File: src/rtl/hazard_scoreboard_if.sv
// Decode-side hazard bus: pipeline instruction registers, scoreboard writeback
// and branch inputs, plus the stall/flush/forwarding decisions sent back to the core.
interface hazard_scoreboard_if #(
    parameter int Width = 32
);
    logic [Width-1:0] ir_FD;
    logic [Width-1:0] ir_EM;
    logic [Width-1:0] ir_MW;
    logic             reg_wrEM;
    logic             reg_wrMW;
    logic             rs1_used;
    logic             rs2_used;
    logic             long_op;
    logic             wb_valid;
    logic [4:0]       wb_rd;
    logic             br_taken;
    logic             stall;
    logic             flush;
    logic [1:0]       fora;
    logic [1:0]       forb;
    logic             err;

    modport master (
        output ir_FD, ir_EM, ir_MW, reg_wrEM, reg_wrMW, rs1_used, rs2_used,
        output long_op, wb_valid, wb_rd, br_taken,
        input  stall, flush, fora, forb, err
    );

    modport slave (
        input  ir_FD, ir_EM, ir_MW, reg_wrEM, reg_wrMW, rs1_used, rs2_used,
        input  long_op, wb_valid, wb_rd, br_taken,
        output stall, flush, fora, forb, err
    );
endinterface

File: src/rtl/hazard_scoreboard_unit.sv
// Hazard/forward unit: EM/MW operand bypass, per-register pending scoreboard for
// long-latency ops, multi-cycle branch flush and a sticky writeback watchdog.
module hazard_scoreboard_unit #(
    parameter int Width      = 32,
    parameter int NumRegs    = 32,
    parameter int FlushDepth = 1,
    parameter int TimeoutCyc = 64
) (
    input  logic clk,
    input  logic rst,
    hazard_scoreboard_if.slave bus
);
    localparam int FcW = (FlushDepth < 1) ? 1 : $clog2(FlushDepth + 1);
    localparam int WdW = $clog2(TimeoutCyc + 1);

    logic [4:0] rs1, rs2, rd_fd, rd_em, rd_mw;
    assign rs1   = bus.ir_FD[19:15];
    assign rs2   = bus.ir_FD[24:20];
    assign rd_fd = bus.ir_FD[11:7];
    assign rd_em = bus.ir_EM[11:7];
    assign rd_mw = bus.ir_MW[11:7];

    // Opcode/funct bits are irrelevant to hazard detection.
    logic unused_bits;
    assign unused_bits = ^{bus.ir_FD[Width-1:25], bus.ir_FD[14:12], bus.ir_FD[6:0],
                           bus.ir_EM[Width-1:12], bus.ir_EM[6:0],
                           bus.ir_MW[Width-1:12], bus.ir_MW[6:0]};

    logic [NumRegs-1:0] pending_reg, pending_next;
    logic [FcW-1:0]     flush_cnt_reg;
    logic [WdW-1:0]     wdog_reg;
    logic               err_reg;
    logic               flush_int, stall_int, raw, waw, issue, wdog_count;

    function automatic logic [1:0] fwd_sel(input logic [4:0] rs, input logic [4:0] em_rd,
                                           input logic em_wr, input logic [4:0] mw_rd,
                                           input logic mw_wr);
        logic [1:0] sel;
        sel = 2'b00;
        if (rs != 5'd0) begin
            if (em_wr && em_rd == rs)      sel = 2'b01;
            else if (mw_wr && mw_rd == rs) sel = 2'b10;
        end
        return sel;
    endfunction

    assign flush_int = bus.br_taken || (flush_cnt_reg != '0);
    assign raw       = (bus.rs1_used && pending_reg[rs1]) || (bus.rs2_used && pending_reg[rs2]);
    assign waw       = bus.long_op && pending_reg[rd_fd];
    assign stall_int = !flush_int && (raw || waw);
    assign issue     = bus.long_op && !stall_int && !flush_int && (rd_fd != 5'd0);

    // Set beats clear when the same register is issued and written back together.
    genvar gi;
    for (gi = 0; gi < NumRegs; gi++) begin : g_pend
        if (gi == 0) begin : g_zero
            assign pending_next[gi] = 1'b0;
        end else begin : g_reg
            assign pending_next[gi] = (issue && rd_fd == 5'(gi)) ||
                                      (pending_reg[gi] && !(bus.wb_valid && bus.wb_rd == 5'(gi)));
        end
    end

    assign wdog_count = (pending_reg != '0) && !bus.wb_valid;

    always_ff @(posedge clk) begin
        if (rst) begin
            pending_reg   <= '0;
            flush_cnt_reg <= '0;
            wdog_reg      <= '0;
            err_reg       <= 1'b0;
        end else begin
            pending_reg <= pending_next;
            if (bus.br_taken)
                flush_cnt_reg <= FcW'(FlushDepth);
            else if (flush_cnt_reg != '0)
                flush_cnt_reg <= flush_cnt_reg - FcW'(1);
            if (!wdog_count)
                wdog_reg <= '0;
            else if (wdog_reg != WdW'(TimeoutCyc))
                wdog_reg <= wdog_reg + WdW'(1);
            if (wdog_count && wdog_reg == WdW'(TimeoutCyc - 1))
                err_reg <= 1'b1;
        end
    end

    // Everything is held quiet while reset is asserted.
    assign bus.stall = !rst && stall_int;
    assign bus.flush = !rst && flush_int;
    assign bus.err   = !rst && err_reg;
    assign bus.fora  = rst ? 2'b00 : fwd_sel(rs1, rd_em, bus.reg_wrEM, rd_mw, bus.reg_wrMW);
    assign bus.forb  = rst ? 2'b00 : fwd_sel(rs2, rd_em, bus.reg_wrEM, rd_mw, bus.reg_wrMW);
endmodule
File: src/flat_wrapper.sv
// flat-port wrapper written by rule: the top's interface ports become plain ports
module hazard_scoreboard_unit_flat 
#(
    parameter int Width      = 32,
    parameter int NumRegs    = 32,
    parameter int FlushDepth = 1,
    parameter int TimeoutCyc = 64
)
  (clk, rst, bus_ir_FD, bus_ir_EM, bus_ir_MW, bus_reg_wrEM, bus_reg_wrMW, bus_rs1_used, bus_rs2_used, bus_long_op, bus_wb_valid, bus_wb_rd, bus_br_taken, bus_stall, bus_flush, bus_fora, bus_forb, bus_err);
  hazard_scoreboard_if #(.Width(Width)) bus_i ();
  input  logic clk;
  input  logic rst;
  input wire logic [$bits(bus_i.ir_FD)-1:0] bus_ir_FD;
  input wire logic [$bits(bus_i.ir_EM)-1:0] bus_ir_EM;
  input wire logic [$bits(bus_i.ir_MW)-1:0] bus_ir_MW;
  input wire logic [$bits(bus_i.reg_wrEM)-1:0] bus_reg_wrEM;
  input wire logic [$bits(bus_i.reg_wrMW)-1:0] bus_reg_wrMW;
  input wire logic [$bits(bus_i.rs1_used)-1:0] bus_rs1_used;
  input wire logic [$bits(bus_i.rs2_used)-1:0] bus_rs2_used;
  input wire logic [$bits(bus_i.long_op)-1:0] bus_long_op;
  input wire logic [$bits(bus_i.wb_valid)-1:0] bus_wb_valid;
  input wire logic [$bits(bus_i.wb_rd)-1:0] bus_wb_rd;
  input wire logic [$bits(bus_i.br_taken)-1:0] bus_br_taken;
  output wire logic [$bits(bus_i.stall)-1:0] bus_stall;
  output wire logic [$bits(bus_i.flush)-1:0] bus_flush;
  output wire logic [$bits(bus_i.fora)-1:0] bus_fora;
  output wire logic [$bits(bus_i.forb)-1:0] bus_forb;
  output wire logic [$bits(bus_i.err)-1:0] bus_err;
  assign bus_i.ir_FD = bus_ir_FD;
  assign bus_i.ir_EM = bus_ir_EM;
  assign bus_i.ir_MW = bus_ir_MW;
  assign bus_i.reg_wrEM = bus_reg_wrEM;
  assign bus_i.reg_wrMW = bus_reg_wrMW;
  assign bus_i.rs1_used = bus_rs1_used;
  assign bus_i.rs2_used = bus_rs2_used;
  assign bus_i.long_op = bus_long_op;
  assign bus_i.wb_valid = bus_wb_valid;
  assign bus_i.wb_rd = bus_wb_rd;
  assign bus_i.br_taken = bus_br_taken;
  assign bus_stall = bus_i.stall;
  assign bus_flush = bus_i.flush;
  assign bus_fora = bus_i.fora;
  assign bus_forb = bus_i.forb;
  assign bus_err = bus_i.err;
  hazard_scoreboard_unit #(.Width(Width), .NumRegs(NumRegs), .FlushDepth(FlushDepth), .TimeoutCyc(TimeoutCyc)) u_core (.clk(clk), .rst(rst), .bus(bus_i));
endmodule
File: config.mk
export PLATFORM = sky130hd
export DESIGN_NAME = hazard_scoreboard_unit_flat
export DESIGN_NICKNAME = d
export VERILOG_FILES = /design/src/rtl/hazard_scoreboard_if.sv /design/src/rtl/hazard_scoreboard_unit.sv /design/src/flat_wrapper.sv
export SDC_FILE = /design/constraint.sdc
export NUM_CORES = 1
export LEC_CHECK = 0
export BUFFER_PORTS_ARGS = -buffer_cell sky130_fd_sc_hd__buf_2
export CORE_MARGIN = 2
export CORE_UTILIZATION = 45
export CTS_CLUSTER_SIZE = 16
export DETAILED_ROUTE_END_ITERATION = 6
export PLACE_DENSITY_LB_ADDON = 0.3
export SLEW_MARGIN = 20
export SYNTH_ARGS = -nofsm -noshare
export SYNTH_HDL_FRONTEND = slang
export SYNTH_SLANG_ARGS = --single-unit
File: constraint.sdc
create_clock -name clk -period 3.6 [get_ports clk]
set_clock_uncertainty 0.1 [all_clocks]
set_input_delay 0.72 -clock clk [delete_from_list [all_inputs] [get_ports clk]]
set_output_delay 0.72 -clock clk [all_outputs]
set_load 0.01 [all_outputs]
==> flow_summary.toml, run 1 <==
[outcome]
status = "complete, no violations"

[worst_setup_path]
arrival_ps = 2640
crit_slowest_cell = "mux4_1"
cpPeakStageDelay_ps = 570
cp_data_required_time_ps = 2780
crit_family = "compound AO/OA/AOI/OAI gates"
r2r_cells = 7
rr_startpoint = "u_core.pending_reg[19]$_SDFF_PP0_"
crit_top_cell = "buf_2"
rr_endpoint = "u_core.pending_reg[21]$_SDFF_PP0_"
path_buf_inv = 2
critical_path_class = "primary input to output pin"
start_kind = "primary input"
critPathMaxFanout = 8
cp_cell_sequence = "buf_2 > mux4_1 > mux2i_1 > o21ai_1 > o221a_1 > a41o_4 > o21ba_2 > buf_2"
worst_setup_path_end_kind = "output pin"
reg2reg_slack_ps = 1050

[placement]
dp.cells = 441
dp_hpwl_um = 6418
pre_cts_slack_ps = 126.7
io_buffers = 45
gp_congestion = 0.8104

[yosys]
syn_nets = 449
synthTopCellsByArea = "dfxtp_1 26%, mux4_2 12%, o41ai_1 7.7%"
synth_top_family_by_area = "simple AND/OR/NAND/NOR gates"
synthArstFlopShare = 0
syn_inst = 337
ys_types = 45
synthFlopType = "dfxtp_1"
yosys-mux-area-fraction = 0.1893
yosysWarnings = 0
synth.largest_area_cell = "dfxtp_1"
syn_area_um2 = 3053
ys_ff_latch = 40
synthAdderAreaFrac = 0.008197
yosys.area_share.simple = 0.2258
synth-xor-area-share = 0.07459
synth_compound_area_frac = 0.1828
synth_edf_count = 0
yosysSeqAreaShare = 0.2623
synth_top_area_frac = 0.2623
syn_avg_cell_area_um2 = 9.059

[clock_tree]
cts.hold.buffers_added = 0
cts_buffer_depth = 2
cts_tree = "built"
cts_buffers = 5
cts_root_buf = "clkbuf_8"
ctsResizeCount = 0
clk_latency_ps = 300
clock-sinks = 40
cts_setup_buffers = 0
h-tree-depth = 2
path_clk_slew_ps = 80

[final_layout]
insertedDiodeCount = 0
nNetsFinal = 480
multi_input_area_um2 = 2078
fillers = 655
area_growth_pct = 10.57
ff_latch_area_um2 = 800.8
post_layout_nonfiller_instances = 449
layout_commonest_cell = "buf_2"
drive_above_1_share = 0.2358
largest_register_ffs = 31
final_cell_mix = "45 x buf_2, 40 x dfxtp_1, 29 x nand3_1, 29 x nor2_1"

[timing]
slew_headroom = 0.5043
setup_viol = 0
fin_crit_ps = 3463
tightest_slew_ps = 735.8
min_period_over_period = 0.9619
rsz0062_at_grt = "no"
setup_ws_ps = 137.3
tns_ps = 0
finalMaxSlewViolations = 0
timing.fmax_ghz = 0.2888
hold_viol = 0

[global_routing]
grt_max_degree = 34
antenna_found_initial = 0
grt_pass1_vias = 2677
grt_pass1_wl_um = 13790
grt.overflow.total = 0
track_usage = 0.2364

[flow_run]
maxCapViolations = 0

[hold_path]
min_to = "u_core.err_reg$_SDFFE_PP0P_"
min_path_cells = 2
hold_path.class = "register to register"
hp-start = "u_core.err_reg$_SDFFE_PP0P_"

[detailed_routing]
num_vias = 2932
wl_per_cell_um = 19.04
via_per_inst = 6.530
wl_um = 8547
drc = 0
drt_iter0_markers = 185
ant_nets = 0
drt_pre_antenna_iters = 5

[die]
num_io_pins = 117
fp.dieH_um = 86.37
die_x_um = 86.37
design.core.area_um2 = 6681
initial_utilization = 0.4569
rows = 30
die-area_um2 = 7459

[power_and_ir_drop]
cellPowerDensity_nw_per_um2 = 276.7
vdd_ir_drop_max_mv = 0.1709
p_leak_nw = 1.208
## area by class of cell
type,instances,area share
Clock inverter,2,0.002965
Timing Repair Buffer,52,0.08228
Multi-Input combinational cell,262,0.6156
Clock buffer,6,0.02446
Inverter,7,0.007784
Tap cell,80,0.02965
Sequential cell,40,0.2372
## routing by layer
layer / GRT usage / wire length (µm)
met1: 0.3427 / 3766
met2: 0.3685 / 3999
met3: 0.03905 / 656
met4: 0.05824 / 125
met5: 0 / 0
## synthesized netlist by cell type (8+ instances only)
cell type	count
dfxtp_1	40
nand3_1	29
nor2_1	29
nand2_1	27
o41ai_1	27
mux4_2	16
xnor2_1	16
clkbuf_1	15
o211ai_1	12
xor2_1	10
nor4_1	9
o311ai_0	9
nand3b_1	8
## kinds of logic after synthesis
kind of cell,count (synthesis)
and+or+nand+nor,135
muxes,32
buffers and inverters,35
xor gates and xnor gates,26
AOI/OAI and AO/OA,67
DFF,40
adders and majority gates,2
## worst max path at each step
stage	from	end	slack [ps]	cells after the start
2_1_floorplan	bus_ir_FD[15]	bus_stall	250	7
3_3_place_gp	bus_ir_FD[8]	bus_stall	140	8
3_5_place_dp	bus_ir_FD[8]	bus_stall	130	8
4_1_cts	bus_ir_FD[8]	bus_stall	120	8
5_1_grt	bus_ir_FD[8]	bus_stall	50	8
6_report	bus_ir_FD[8]	bus_stall	140	8
## stage by stage
| stage | utilization | area [µm²] | hold WS, ps | total power, mW |
|---|---|---|---|---|
| floorplan | - | 3053 | 349.6 | 0.5753 |
| finish | 0.5052 | 3376 | 394.7 | 0.9340 |
| global placement | 0.4914 | 3283 | 364.6 | 0.6261 |
| detailed placement | 0.4914 | 3283 | 385.1 | 0.6276 |
| CTS | 0.5052 | 3376 | 399.8 | 0.9410 |
| global route | 0.5052 | 3376 | 422.2 | 0.9781 |
## worst register-to-register path, delay by kind of cell, from the launching register on
family	cells	cell delay, ps
buf+inv	1	240
compound gates	4	1040
flops	1	360
mux	2	690
## where the power goes
group / leakage (nW) / total (mW) / internal, mW / switching, mW
registers: 0.322 / 0.447 / 0.444 / 0.00293
clock network: 0.0510 / 0.315 / 0.153 / 0.162
logic: 0.835 / 0.171 / 0.0651 / 0.106
total: 1.21 / 0.934 / 0.663 / 0.271
(Power assumes the default switching activity.)
==> run 2: changes to the inputs <==
--- a/config.mk
+++ b/config.mk
@@ -11,6 +11,7 @@
 export CTS_CLUSTER_SIZE = 16
 export DETAILED_ROUTE_END_ITERATION = 6
 export PLACE_DENSITY_LB_ADDON = 0.3
+export RECOVER_POWER = 100
 export SLEW_MARGIN = 20
 export SYNTH_ARGS = -nofsm -noshare
 export SYNTH_HDL_FRONTEND = slang
==> flow_summary.toml, run 2 (synthesis results as in run 1) <==
[outcome]
status = "complete, no violations"

[global_routing]
grt_pass1_vias = 2677
antenna_found_initial = 0
grt_max_degree = 34
track_usage = 0.2364
grt_pass1_wl_um = 13790
grt.overflow.total = 0

[detailed_routing]
num_vias = 2939
wl_um = 8646
drc = 0
drt_iter0_markers = 192
via_per_inst = 6.546
drt_pre_antenna_iters = 7
wl_per_cell_um = 19.26
ant_nets = 0

[worst_setup_path]
start_kind = "primary input"
critical_path_class = "primary input to output pin"
critPathMaxFanout = 8
arrival_ps = 2640
worst_setup_path_end_kind = "output pin"
cp_data_required_time_ps = 2780

[hold_path]
hold_path.class = "register to register"

[placement]
dp_hpwl_um = 6418
gp_congestion = 0.8104
pre_cts_slack_ps = 126.7
io_buffers = 45

[die]
num_io_pins = 117
rows = 30
initial_utilization = 0.4569
die-area_um2 = 7459
fp.dieH_um = 86.37
design.core.area_um2 = 6681
die_x_um = 86.37

[final_layout]
drive_above_1_share = 0.2141
insertedDiodeCount = 0
layout_commonest_cell = "dfxtp_1"
post-route-util = 0.5026
nNetsFinal = 480
area_growth_pct = 10.00
largest_register_ffs = 31
final_cell_mix = "40 x dfxtp_1, 39 x buf_2, 29 x nand3_1, 29 x nor2_1"

[timing]
rsz0062_at_grt = "no"
timing.fmax_ghz = 0.2889
setup_ws_ps = 138.5
setup_viol = 0
finalMaxSlewViolations = 0
min_period_over_period = 0.9615
fin_crit_ps = 3461
tightest_slew_ps = 732.7
slew_headroom = 0.5064
hold_viol = 0
tns_ps = 0

[clock_tree]
ctsResizeCount = 0
clk_latency_ps = 300
cts.hold.buffers_added = 0
cts_root_buf = "clkbuf_8"
path_clk_slew_ps = 70
cts_tree = "built"
cts_buffer_depth = 2
h-tree-depth = 2
cts_setup_buffers = 0
cts_buffers = 5
clock-sinks = 40

[flow_run]
maxCapViolations = 0

[power_and_ir_drop]
vdd_ir_drop_max_mv = 0.1711
cellPowerDensity_nw_per_um2 = 277.4
p_leak_nw = 1.177
[run 2: final timing paths]
kind                                     startpoint                                end  slack [ps]  cells after the start
hold / removal          u_core.err_reg$_SDFFE_PP0P_        u_core.err_reg$_SDFFE_PP0P_         400                      2
setup / recovery                       bus_ir_FD[8]                          bus_stall         140                      8
setup reg to reg  u_core.pending_reg[19]$_SDFF_PP0_  u_core.pending_reg[21]$_SDFF_PP0_         810                      7
hold reg to reg         u_core.err_reg$_SDFFE_PP0P_        u_core.err_reg$_SDFFE_PP0P_         400                      2
[run 2: report_power, final]
part | leakage, nW | internal (mW) | switching, mW
registers | 0.322 | 0.444 | 0.00296
logic | 0.804 | 0.0630 | 0.106
clock network | 0.0510 | 0.153 | 0.162
total | 1.18 | 0.660 | 0.271
[run 2: layout make-up]
type | instances | area (µm²)
sequential | 40 | 800.8
clock buffer | 6 | 82.58
multi-input combinational | 262 | 2078
tap | 80 | 100.1
timing repair buffer | 52 | 260.3
fill | 662 | 3323
inverter | 7 | 26.28
clock inverter | 2 | 10.01
[run 2: routing by layer]
metal | global-route usage | wire length (µm)
met1 | 0.3427 | 3887
met2 | 0.3685 | 4016
met3 | 0.03905 | 614
met4 | 0.05824 | 127
met5 | 0 | 0
[run 2: worst max-delay path, cell delays in order]
cell and delay, ps:
buf_2 210, mux4_1 570, mux2i_1 170, o21ai_0 100, o221a_1 270, a41o_4 260
o21ba_2 220, clkbuf_1 120
[run 2: stage by stage]
stage	hold slack [ps]	power, mW	cell area (µm²)	std cells
after floorplan	349.6	0.5753	3053	337
final	397.0	0.9314	3358	449
after global routing	422.2	0.9757	3358	449
after global placement	364.6	0.6261	3283	441
after detailed placement	385.1	0.6276	3283	441
after CTS	399.8	0.9410	3376	449
